[config.mk]
export PLATFORM = sky130hd
export DESIGN_NAME = gpio_ctl_flat
export DESIGN_NICKNAME = d
export VERILOG_FILES = /design/src/rtl/gpio_pkg.sv /design/src/rtl/gpio_ctl_if.sv /design/src/rtl/gpio_dbnc.sv /design/src/rtl/gpio_ctl.sv /design/src/flat_wrapper.sv
export SDC_FILE = /design/constraint.sdc
export NUM_CORES = 1
export LEC_CHECK = 0
export CAP_MARGIN = 10
export CORE_UTILIZATION = 35
export CTS_BUF_LIST = sky130_fd_sc_hd__clkbuf_8
export CTS_CLUSTER_DIAMETER = 60
export DETAILED_ROUTE_END_ITERATION = 10
export GPL_TIMING_DRIVEN = 1
export MAX_ROUTING_LAYER = met4
export PLACE_DENSITY = 0.69
export SKIP_LAST_GASP = 1
export SLEW_MARGIN = 20
export SYNTH_ARGS = -nofsm -noshare
export SYNTH_HDL_FRONTEND = slang
export SYNTH_SLANG_ARGS = --single-unit
[constraint.sdc]
create_clock -name clk -period 9.5 [get_ports clk]
set_input_delay 2.375 -clock clk [delete_from_list [all_inputs] [get_ports clk]]
set_output_delay 2.375 -clock clk [all_outputs]
set_load 0.03 [all_outputs]
[src/rtl/gpio_pkg.sv]
// gpio_ctl shared definitions: register map,
// reset constants and bus state encoding.
package gpio_pkg;
  localparam int NPAD = 16;
  localparam int DBWD = 8;

  localparam logic [3:0] GPIO_DOUT    = 4'd0;
  localparam logic [3:0] GPIO_DIR     = 4'd1;
  localparam logic [3:0] GPIO_IE      = 4'd2;
  localparam logic [3:0] GPIO_PU      = 4'd3;
  localparam logic [3:0] GPIO_PD      = 4'd4;
  localparam logic [3:0] GPIO_ALT     = 4'd5;
  localparam logic [3:0] GPIO_DIN     = 4'd6;
  localparam logic [3:0] GPIO_RISE_EN = 4'd7;
  localparam logic [3:0] GPIO_FALL_EN = 4'd8;
  localparam logic [3:0] GPIO_PEND    = 4'd9;
  localparam logic [3:0] GPIO_DBDIV   = 4'd10;

  localparam logic [15:0] PU_RST = 16'hFFFF;

  typedef enum logic {
    BUS_IDLE,
    BUS_ACK
  } bus_st_e;
endpackage

[src/rtl/gpio_ctl_if.sv]
// Register bus between the interconnect and gpio_ctl;
// one request, one single-cycle ack.
interface gpio_ctl_if;
  logic        req;
  logic        we;
  logic [3:0]  addr;
  logic [15:0] wdata;
  logic [15:0] rdata;
  logic        ack;

  modport master (
    output req, we, addr, wdata,
    input  rdata, ack
  );

  modport slave (
    input  req, we, addr, wdata,
    output rdata, ack
  );
endinterface

[src/rtl/gpio_dbnc.sv]
// One pad input: 2-flop synchroniser, tick-sampled
// debounce and edge pulses on the debounced level.
module gpio_dbnc (
  input  logic clk,
  input  logic rst,
  input  logic tick,
  input  logic dc,
  output logic din,
  output logic rise,
  output logic fall
);
  logic s1_q, s2_q, samp_q, din_q;
  logic stable;

  assign stable = (s2_q == samp_q);

  always_ff @(posedge clk or posedge rst) begin
    if (rst) begin
      s1_q   <= 1'b0;
      s2_q   <= 1'b0;
      samp_q <= 1'b0;
      din_q  <= 1'b0;
    end else begin
      s1_q <= dc;
      s2_q <= s1_q;
      if (tick) begin
        if (stable) din_q <= samp_q;
        samp_q <= s2_q;
      end
    end
  end

  assign din  = din_q;
  assign rise = tick & stable & samp_q & ~din_q;
  assign fall = tick & stable & ~samp_q & din_q;
endmodule

[src/rtl/gpio_ctl.sv]
// 16-pad GPIO / pin-ownership controller: register file,
// debounce prescaler, pad mux and edge interrupt.
module gpio_ctl
  import gpio_pkg::*;
#(
  parameter int N   = NPAD,
  parameter int DBW = DBWD
) (
  input  logic          clk,
  input  logic          rst,
  input  logic          scan_mode,
  gpio_ctl_if.slave     bus,
  input  logic [N-1:0]  alt_di,
  input  logic [N-1:0]  alt_oe,
  output logic [N-1:0]  alt_dc,
  input  logic [N-1:0]  dc,
  output logic [N-1:0]  di,
  output logic [N-1:0]  oe,
  output logic [N-1:0]  ie,
  output logic [N-1:0]  pu,
  output logic [N-1:0]  pd,
  output logic          irq
);
  bus_st_e st_q, st_d;

  logic [N-1:0] dout_q, dir_q, ie_q, pu_q, pd_q;
  logic [N-1:0] alt_q, ren_q, fen_q;
  logic [N-1:0] pend_q, pend_d;
  logic [DBW-1:0] dbdiv_q, cnt_q, cnt_d;
  logic [15:0] rdata_q, rdata_d, rd_val;
  logic irq_q, irq_d;

  logic [N-1:0] din, rise, fall, w1c;
  logic acc, wr, tick, wrap;

  assign acc = (st_q == BUS_IDLE) & bus.req;
  assign wr  = acc & bus.we;

  always_comb begin
    st_d = st_q;
    unique case (st_q)
      BUS_IDLE: if (bus.req) st_d = BUS_ACK;
      BUS_ACK:  st_d = BUS_IDLE;
    endcase
  end

  always_comb begin
    rd_val = '0;
    case (bus.addr)
      GPIO_DOUT:    rd_val = 16'(dout_q);
      GPIO_DIR:     rd_val = 16'(dir_q);
      GPIO_IE:      rd_val = 16'(ie_q);
      GPIO_PU:      rd_val = 16'(pu_q);
      GPIO_PD:      rd_val = 16'(pd_q);
      GPIO_ALT:     rd_val = 16'(alt_q);
      GPIO_DIN:     rd_val = 16'(din);
      GPIO_RISE_EN: rd_val = 16'(ren_q);
      GPIO_FALL_EN: rd_val = 16'(fen_q);
      GPIO_PEND:    rd_val = 16'(pend_q);
      GPIO_DBDIV:   rd_val = 16'(dbdiv_q);
      default:      rd_val = '0;
    endcase
  end

  // Prescaler restarts on a DBDIV write so a new divide
  // takes effect from a known phase.
  assign wrap = (cnt_q == dbdiv_q);
  assign tick = scan_mode | wrap;

  always_comb begin
    cnt_d = cnt_q + 1'b1;
    if (wrap || (wr && bus.addr == GPIO_DBDIV))
      cnt_d = '0;
  end

  // Hardware set is OR-ed in after the W1C mask: set wins.
  always_comb begin
    w1c = '0;
    if (wr && bus.addr == GPIO_PEND)
      w1c = bus.wdata[N-1:0];
    pend_d = (pend_q & ~w1c)
           | (rise & ren_q)
           | (fall & fen_q);
  end

  assign rdata_d = acc ? rd_val : '0;
  assign irq_d   = |pend_q;

  always_ff @(posedge clk or posedge rst) begin
    if (rst) begin
      st_q    <= BUS_IDLE;
      dout_q  <= '0;
      dir_q   <= '0;
      ie_q    <= '0;
      pu_q    <= PU_RST[N-1:0];
      pd_q    <= '0;
      alt_q   <= '0;
      ren_q   <= '0;
      fen_q   <= '0;
      pend_q  <= '0;
      dbdiv_q <= '0;
      cnt_q   <= '0;
      rdata_q <= '0;
      irq_q   <= 1'b0;
    end else begin
      st_q    <= st_d;
      pend_q  <= pend_d;
      cnt_q   <= cnt_d;
      rdata_q <= rdata_d;
      irq_q   <= irq_d;
      if (wr) begin
        case (bus.addr)
          GPIO_DOUT:    dout_q  <= bus.wdata[N-1:0];
          GPIO_DIR:     dir_q   <= bus.wdata[N-1:0];
          GPIO_IE:      ie_q    <= bus.wdata[N-1:0];
          GPIO_PU:      pu_q    <= bus.wdata[N-1:0];
          GPIO_PD:      pd_q    <= bus.wdata[N-1:0];
          GPIO_ALT:     alt_q   <= bus.wdata[N-1:0];
          GPIO_RISE_EN: ren_q   <= bus.wdata[N-1:0];
          GPIO_FALL_EN: fen_q   <= bus.wdata[N-1:0];
          GPIO_DBDIV:   dbdiv_q <= bus.wdata[DBW-1:0];
          default: ;
        endcase
      end
    end
  end

  for (genvar k = 0; k < N; k++) begin : g_pad
    gpio_dbnc u_dbnc (
      .clk  (clk),
      .rst  (rst),
      .tick (tick),
      .dc   (dc[k]),
      .din  (din[k]),
      .rise (rise[k]),
      .fall (fall[k])
    );
  end

  assign di     = (alt_q & alt_di) | (~alt_q & dout_q);
  assign oe     = (alt_q & alt_oe) | (~alt_q & dir_q);
  assign ie     = (alt_q & ~alt_oe) | (~alt_q & ie_q);
  assign pu     = pu_q;
  assign pd     = pd_q;
  assign alt_dc = dc;

  assign bus.ack   = (st_q == BUS_ACK);
  assign bus.rdata = rdata_q;
  assign irq       = irq_q;
endmodule

[src/flat_wrapper.sv]
// flat-port wrapper written by rule: the top's interface ports become plain ports
module gpio_ctl_flat import gpio_pkg::*;
#(
  parameter int N   = NPAD,
  parameter int DBW = DBWD
)
  (clk, rst, scan_mode, alt_di, alt_oe, alt_dc, dc, di, oe, ie, pu, pd, irq, bus_req, bus_we, bus_addr, bus_wdata, bus_rdata, bus_ack);
  gpio_ctl_if bus_i ();
  input  logic clk;
  input  logic rst;
  input  logic scan_mode;
  input  logic [N-1:0] alt_di;
  input  logic [N-1:0] alt_oe;
  output logic [N-1:0] alt_dc;
  input  logic [N-1:0] dc;
  output logic [N-1:0] di;
  output logic [N-1:0] oe;
  output logic [N-1:0] ie;
  output logic [N-1:0] pu;
  output logic [N-1:0] pd;
  output logic irq;
  input wire logic [$bits(bus_i.req)-1:0] bus_req;
  input wire logic [$bits(bus_i.we)-1:0] bus_we;
  input wire logic [$bits(bus_i.addr)-1:0] bus_addr;
  input wire logic [$bits(bus_i.wdata)-1:0] bus_wdata;
  output wire logic [$bits(bus_i.rdata)-1:0] bus_rdata;
  output wire logic [$bits(bus_i.ack)-1:0] bus_ack;
  assign bus_i.req = bus_req;
  assign bus_i.we = bus_we;
  assign bus_i.addr = bus_addr;
  assign bus_i.wdata = bus_wdata;
  assign bus_rdata = bus_i.rdata;
  assign bus_ack = bus_i.ack;
  gpio_ctl #(.N(N), .DBW(DBW)) u_core (.clk(clk), .rst(rst), .scan_mode(scan_mode), .bus(bus_i), .alt_di(alt_di), .alt_oe(alt_oe), .alt_dc(alt_dc), .dc(dc), .di(di), .oe(oe), .ie(ie), .pu(pu), .pd(pd), .irq(irq));
endmodule
Word-level counts from Yosys, hierarchy flattened

Cells that the tools add are included.
W data, S select, Z words.

Flip-flop bits (word level): 242
Input port bits: 73
Output and inout port bits: 114
Word-level logic and storage cells: 275

$add $sub $neg: 1
Equal/unequal tests: 27
Muxes and demuxes: 6
Bitwise logic cells: 133
Reductions and logical operators: 30

Operators with widths:

| kind                  | number |
|---|---|
| $pmux W16 S11         | 1 |
| $and A16 B16 Y16      | 9 |
| $and A1 B1 Y1         | 82 |
| $or A16 B16 Y16       | 5 |
| $reduce_and A2 Y1     | 25 |
| $not A16 Y16          | 3 |
| $not A1 Y1            | 33 |
| $mux W16              | 2 |
| $eq A1 B1 Y1          | 16 |
| $eq A4 B3 Y1 const B  | 4 |
| $reduce_or A16 Y1     | 1 |
| $eq A4 B4 Y1 const B  | 3 |
| $add A8 B1 Y8 const B | 1 |
| $eq A4 B2 Y1 const B  | 2 |
| $eq A8 B8 Y1          | 1 |
| $mux W8               | 1 |
| $eq A4 B1 Y1 const B  | 1 |
| $logic_not A4 Y1      | 1 |
| $logic_and A1 B1 Y1   | 2 |
| $pmux W1 S2           | 1 |
| $logic_or A1 B1 Y1    | 1 |
| $mux W1               | 1 |
| $or A1 B1 Y1          | 1 |

Depth between registers and ports, before layout

Gate-level depths: netlist (run 1).

Depth after elaboration: 9
Mapped depth: 7
Mapped depth without buffers: 5

By module

Synthesis (run 1) repeated with hierarchy kept, for this count alone.

Cells, all modules: 909
Area, all modules: 11359.6 um^2

By module, submodules not included:

| module    | times used | cells an instance | area each (um^2) | sequential area each (um^2) |
|---|---|---|---|---|
| gpio_ctl  | 1          | 685               | 8937.3           | 4474.3 |
| gpio_dbnc | 16         | 14                | 151.4            | 100.1 |

Worst setup path after synthesis (run 1)

No wires, ideal clock.

Path kind: in2out
Start: in alt_oe[0]
End: out ie[0]
Data arrival time: 2874 ps
Required time: 7125 ps
Slack: 4251 ps
Stages: 1
Buffers on the path: 0
Cell sequence: a21oi_1

Cells in the longest elaborated chain, start to end: 3

RTL lines:

| item             | RTL line           | source |
|---|---|---|
| start, declared  | flat_wrapper.sv:13 | `input logic [N-1:0] alt_oe;` |
| $not A16 Y16     | gpio_ctl.sv:142    | `assign ie = (alt_q & ~alt_oe) \| (~alt_q & ie_q);` |
| $and A16 B16 Y16 | gpio_ctl.sv:142    |  |
| $or A16 B16 Y16  | gpio_ctl.sv:142    |  |
| end, declared    | flat_wrapper.sv:18 | `output logic [N-1:0] ie;` |

Every way passes these cells.

Worst setup path in the final report (run 1)

Start: in alt_oe[5]
End: out oe[5]

Cells in the longest elaborated chain, start to end: 2

RTL lines:

| item             | RTL line           | source |
|---|---|---|
| $and A16 B16 Y16 | gpio_ctl.sv:141    | `assign oe = (alt_q & alt_oe) \| (~alt_q & dir_q);` |
| $or A16 B16 Y16  | gpio_ctl.sv:141    |  |
| end, declared    | flat_wrapper.sv:17 | `output logic [N-1:0] oe;` |

Every way passes these cells.

==> impl_metrics.csv, run 1 <==
group,metric,value,unit
logic_synthesis,synth_seq_cells,242,
logic_synthesis,synth_edf_count,0,
worst_setup_path,crit_required,7.13,ns
worst_setup_path,cp-start-kind,"primary input",
logic_synthesis,syn_inst,891,
clock_tree,cts_hold_buf,0,
logic_synthesis,netlist.area_leader.share,50.2,%
floorplan,rows,65,
floorplan,start_util,35.6,%
hold_path,hold_path.class,"flop to flop",
logic_synthesis,yosysWarnings,0,
power,power.total,3.16,mW
floorplan,boundaryPins,187,
cells_and_area,syn2layout_area_growth,25.4,%
sta,worst_pin_slew,1.02,ns
logic_synthesis,synthTopCellsByArea,"dfrtp_1, mux2_2, dfstp_2",
floorplan,die_y,181,um
logic_synthesis,synth_top_area_cell,"dfrtp_1",
sta,setup_viol,0,
flow_run,cap_violations,0,
cells_and_area,final_cells,1498,
floorplan,fp.dieW,181,um
clock_tree,cts_setup_buffers,0,
worst_setup_path,path_class,"primary input to primary output",
power,powerDensity,224,mW/mm2
cells_and_area,mostFrequentLayoutCells,"dfrtp_1, clkdlybuf4s50_1, mux2_2",
floorplan,dieArea,0.0329,mm2
sta,setup-tns-final,0,ns
clock_tree,numCtsBuffers,41,
detailed_routing,vias_per_cell,5.53,
logic_synthesis,synthFlopType,"dfrtp_1",
sta,rsz0062_at_grt,"no",
clock_tree,h-tree-depth,2,
detailed_routing,wirelength,33300,um
power,p_leak,5.86,nW
clock_tree,clock_path_buffers,3,
place,placed_cells,1426,
sta,period_share,63.6,%
worst_setup_path,cp_cell_sequence,"clkdlybuf4s50_1 -> mux2_2 -> clkdlybuf4s50_1",
worst_setup_path,crit_top_cell,"clkdlybuf4s50_1",
place,hpwl,22000,um
worst_setup_path,endpoint_kind,"primary output",
sta,hold_ws,0.348,ns
global_route,grt_pass1_wl,51300,um
place,place_congestion,0.908,
global_route,grt_pass1_vias,8331,
clock_tree,cts_tree,"yes",
worst_setup_path,max_stage_delay,0.67,ns
cells_and_area,final_util,44.7,%
worst_setup_path,path_max_fanout,2,
global_route,grt_max_degree,134,
sta,finalHoldViolCount,0,
logic_synthesis,synthesis.area,0.0113,mm2
clock_tree,clk_pin_slew_worst_paths,0.06,ns
global_route,antenna_found_initial,1,
global_route,grt.total_usage,21.0,%
power,peakVddDrop,0.0000817,V
detailed_routing,drt_first_pass_iters,5,
sta,slew_viol_final,0,
sta,max_slew_margin,32.1,%
worst_setup_path,slowest_stage,"clkdlybuf4s50_1",
sta,fmax,165,MHz
detailed_routing,drtIter0Drc,864,
logic_synthesis,ys_types,58,
clock_tree,cts-root-buf,"clkbuf_8",
cells_and_area,finish.net_count,1141,
sta,finalClockSkew,0.0278,ns
clock_tree,clk_latency,0.55,ns
global_route,gr-total-overflow,0,
detailed_routing,drc,0,
logic_synthesis,synth-seq-area-share,53.9,%
logic_synthesis,async_reset_ff_share,100,%
detailed_routing,ant_nets,0,
logic_synthesis,syn_area_per_cell,12.6,um2
clock_tree,clock-sinks,242,
detailed_routing,avgRoutedWirePerCell,22.2,um
worst_setup_path,cp.arrival,3.67,ns
sta,period_needed,6.05,ns
outcome,outcome,"finished, final reports clean",
detailed_routing,num_vias,8291,
cells_and_area,mostFrequentLayoutCell,"dfrtp_1",
clock_tree,cts.repair.resized,0,
floorplan,fp.coreArea,0.0316,mm2
cells_and_area,drive_gt1_share,25.3,%
place,port_buffers,186,
logic_synthesis,syn_nets,965,
through the flow:
stage,worst slack (ns),instance area [um2]
floorplan,0.507,11300
global placement,3.48,13300
detailed placement,3.45,13300
CTS,3.44,14100
global route,3.41,14100
finish,3.45,14100
kinds of logic (layout without fill, tap and decap cells):
| group | count (synthesis) | count (layout) | synth area share [%] |
|---|---|---|---|
| multiplexers | 186 | 186 | 19.0 |
| XOR/XNOR | 14 | 14 | 1.09 |
| buffers and inverters | 80 | 284 | 4.51 |
| AND/OR/NAND/NOR | 170 | 170 | 8.73 |
| AO/OA/AOI/OAI | 198 | 198 | 12.6 |
| flip-flops | 242 | 242 | 53.9 |
| adder cells (fa/ha/maj) | 1 | 1 | 0.111 |
| other | 0 | 1 | 0 |
critical path: cells and delay by family:
family   cells  cell delay [ns]
buf+inv      2             1.15
mux          1             0.15
per-layer routing:
layer | global-route usage, % | part of all wire, % | vias to the layer above
met1 | 28.1 | 44 | 4220
met5 | - | 0 | -
li1 | - | - | 3664
met4 | 6.44 | 2.5 | 0
met2 | 32.5 | 47 | 338
met3 | 3.71 | 6.6 | 69
sequential cells by signal, indices dropped and copies added (netlist names):
signal	flops
u_core.dout_q	16
u_core.dir_q	16
u_core.g_pad.u_dbnc.s2_q	16
u_core.bus.ack	1
u_core.irq	1
u_core.dbdiv_q	8
u_core.cnt_q	8
u_core.alt_q	16
u_core.g_pad.u_dbnc.samp_q	16
u_core.g_pad.u_dbnc.din	16
u_core.ie_q	16
u_core.g_pad.u_dbnc.s1_q	16
u_core.fen_q	16
u_core.pd	16
u_core.ren_q	16
u_core.bus.rdata	16
u_core.pend_q	16
u_core.pu	16
report_power, final:
| part | leakage, nW | internal [mW] | switching, mW | total, mW |
|---|---|---|---|---|
| combinational | 2.41 | 0.396 | 0.417 | 0.813 |
| sequential | 2.98 | 1.22 | 0.214 | 1.44 |
| clock | 0.471 | 0.488 | 0.419 | 0.907 |
cell usage after synthesis, drive strengths merged (17+ instances only):
master and number:
a22o 36, nor2b 24, nand2 37, a221oi 22, a21oi 18, nand3 17, nor2 37, dfrtp 226
mux2 184, o21ai 48, buf 57
final timing paths:
kind | slack (ns) | startpoint | to | cells after the start
worst min register to register | 0.35 | u_core.g_pad[4].u_dbnc.s1_q$_DFF_PP0_ | u_core.g_pad[4].u_dbnc.s2_q$_DFF_PP0_ | 0
worst min-delay path | 0.35 | u_core.g_pad[4].u_dbnc.s1_q$_DFF_PP0_ | u_core.g_pad[4].u_dbnc.s2_q$_DFF_PP0_ | 0
max in group asynchronous | 5.71 | rst | u_core.dir_q[5]$_DFFE_PP0P_ | 3
worst max-delay path | 3.45 | alt_oe[5] | oe[5] | 3
min in group asynchronous | 2.42 | rst | u_core.g_pad[0].u_dbnc.s1_q$_DFF_PP0_ | 2
worst max register to register | 6.96 | u_core.bus.ack$_DFF_PP0_ | u_core.fen_q[12]$_DFFE_PP0P_ | 4
cell type report:
cell class	count	area, um2
multi-input combinational	569	4710
tap	402	503
clock buffer	52	716
timing repair buffer	206	2010
antenna	1	2.50
inverter	7	33.8
sequential	242	6080
clock inverter	19	75.1
fill	2859	17500
(Power assumes the default switching activity.)
==> inputs of run 2 (changes only) <==
--- a/config.mk
+++ b/config.mk
@@ -12,7 +12,7 @@
 export DETAILED_ROUTE_END_ITERATION = 10
 export GPL_TIMING_DRIVEN = 1
 export MAX_ROUTING_LAYER = met4
-export PLACE_DENSITY = 0.69
+export PLACE_DENSITY = 0.66
 export SKIP_LAST_GASP = 1
 export SLEW_MARGIN = 20
 export SYNTH_ARGS = -nofsm -noshare
==> constraint.sdc (replaced) <==
create_clock -name clk -period 5.99 [get_ports clk]
set_input_delay 1.4975 -clock clk [delete_from_list [all_inputs] [get_ports clk]]
set_output_delay 1.4975 -clock clk [all_outputs]
set_load 0.03 [all_outputs]
==> impl_metrics.csv, run 2 (synthesized netlist as in run 1, its figures left out) <==
group,metric,value,unit
cells_and_area,diodes,0,
floorplan,fp.dieW,181,um
worst_setup_path,crit_path_start,"alt_oe[3]",
worst_setup_path,timing.rr.start,"u_core.bus.ack$_DFF_PP0_",
clock_tree,cts_tree,"yes",
sta,worst_pin_slew,0.933,ns
cells_and_area,drive_gt1_share,25.2,%
power,powerDensity,351,mW/mm2
sta,max_slew_margin,37.8,%
global_route,antenna_found_initial,0,
power,p_leak,5.86,nW
global_route,gr-total-overflow,0,
clock_tree,clk_pin_slew_worst_paths,0.06,ns
sta,period_share,72.6,%
detailed_routing,drc,0,
sta,finalClockSkew,0.0258,ns
cells_and_area,final_area,0.0141,mm2
floorplan,rows,65,
outcome,outcome,"finished, final reports clean",
cells_and_area,nFillCells,2855,
worst_setup_path,cp.arrival,2.85,ns
sta,setup_viol,0,
worst_setup_path,path_class,"primary input to primary output",
detailed_routing,drt_first_pass_iters,6,
cells_and_area,finish.net_count,1142,
cells_and_area,mostFrequentLayoutCells,"dfrtp_1, clkdlybuf4s50_1, mux2_2",
clock_tree,numCtsBuffers,39,
detailed_routing,wirelength,33200,um
flow_run,cap_violations,0,
global_route,grt.total_usage,20.8,%
worst_setup_path,endpoint_kind,"primary output",
worst_setup_path,cp-start-kind,"primary input",
cells_and_area,final_util,44.6,%
detailed_routing,drtIter0Drc,831,
clock_tree,h-tree-depth,2,
place,hpwl,23000,um
worst_setup_path,cp-endpoint,"oe[3]",
sta,fmax,230,MHz
worst_setup_path,reg2regPathDepth,4,
cells_and_area,mostFrequentLayoutCell,"dfrtp_1",
place,place_congestion,0.902,
floorplan,die_y,181,um
place,pre_cts_ws,1.49,ns
place,place_area,0.0134,mm2
clock_tree,cts_hold_buf,0,
worst_setup_path,reg2reg_slack,3.67,ns
detailed_routing,vias_per_cell,5.48,
worst_setup_path,path_max_fanout,2,
floorplan,start_util,35.6,%
worst_setup_path,crit_required,4.49,ns
sta,period_needed,4.35,ns
global_route,grt_max_degree,154,
clock_tree,clock_path_buffers,3,
detailed_routing,ant_nets,0,
detailed_routing,avgRoutedWirePerCell,22.1,um
sta,setup-tns-final,0,ns
clock_tree,cts.repair.resized,0,
clock_tree,clock-sinks,242,
clock_tree,clk_latency,0.55,ns
detailed_routing,num_vias,8219,
worst_setup_path,r2r_end,"u_core.pd[1]$_DFFE_PP0P_",
global_route,grt_pass1_vias,8117,
power,peakVddDrop,0.000136,V
sta,finalHoldViolCount,0,
floorplan,fp.coreArea,0.0316,mm2
sta,slew_viol_final,0,
sta,rsz0062_at_grt,"no",
clock_tree,cts_setup_buffers,0,
sta,hold_ws,0.340,ns
clock_tree,cts-root-buf,"clkbuf_8",
floorplan,boundaryPins,187,
place,port_buffers,186,
global_route,grt_pass1_wl,51000,um
floorplan,dieArea,0.0329,mm2
cells_and_area,syn2layout_area_growth,25.2,%
sta,fin_ws,1.64,ns
hold_path,hold_path.class,"flop to flop",
-- run 2: worst min path at each step --
stage                                           start                                endpoint  slack (ns)  cells past startpoint
2_1_floorplan   u_core.g_pad[0].u_dbnc.s1_q$_DFF_PP0_   u_core.g_pad[0].u_dbnc.s2_q$_DFF_PP0_        0.33                      0
3_3_place_gp   u_core.g_pad[10].u_dbnc.s1_q$_DFF_PP0_  u_core.g_pad[10].u_dbnc.s2_q$_DFF_PP0_        0.33                      0
3_5_place_dp   u_core.g_pad[15].u_dbnc.s1_q$_DFF_PP0_  u_core.g_pad[15].u_dbnc.s2_q$_DFF_PP0_        0.33                      0
4_1_cts         u_core.g_pad[8].u_dbnc.s1_q$_DFF_PP0_   u_core.g_pad[8].u_dbnc.s2_q$_DFF_PP0_        0.34                      0
5_1_grt         u_core.g_pad[8].u_dbnc.s1_q$_DFF_PP0_   u_core.g_pad[8].u_dbnc.s2_q$_DFF_PP0_        0.34                      0
6_report        u_core.g_pad[8].u_dbnc.s1_q$_DFF_PP0_   u_core.g_pad[8].u_dbnc.s2_q$_DFF_PP0_        0.34                      0
-- run 2: layout make-up --
cell class / count / area, um2 / area share, %
Timing Repair Buffer: 209 / 2050 / 14.5
Tap cell: 402 / 503 / 3.57
Clock inverter: 22 / 92.6 / 0.656
Clock buffer: 48 / 661 / 4.68
Multi-Input combinational cell: 569 / 4700 / 33.3
Inverter: 7 / 30.0 / 0.213
Sequential cell: 242 / 6080 / 43.1
-- run 2: routing by layer --
layer  GRT usage, %  share of wire [%]
met1           29.8                 47
met2           30.3                 45
met3           3.07                6.2
met4           6.64                2.2
met5              -                  0
-- run 2: where the power goes --
group	total (mW)	switching [mW]	leakage, nW	internal [mW]
clock	1.37	0.650	0.455	0.723
sequential	2.30	0.355	2.98	1.94
combinational	1.28	0.653	2.42	0.630
-- run 2: critical path: stages --
cell and delay (ns):
clkdlybuf4s50_1 0.52, mux2_2 0.17, clkdlybuf4s50_1 0.66
-- run 2: per-stage QoR --
stage / power [mW] / instances
3_5_place_dp: 3.60 / 1429
5_1_grt: 5.19 / 1499
2_1_floorplan: 3.03 / 891
4_1_cts: 4.98 / 1499
6_report: 4.95 / 1499
3_3_place_gp: 3.57 / 1429
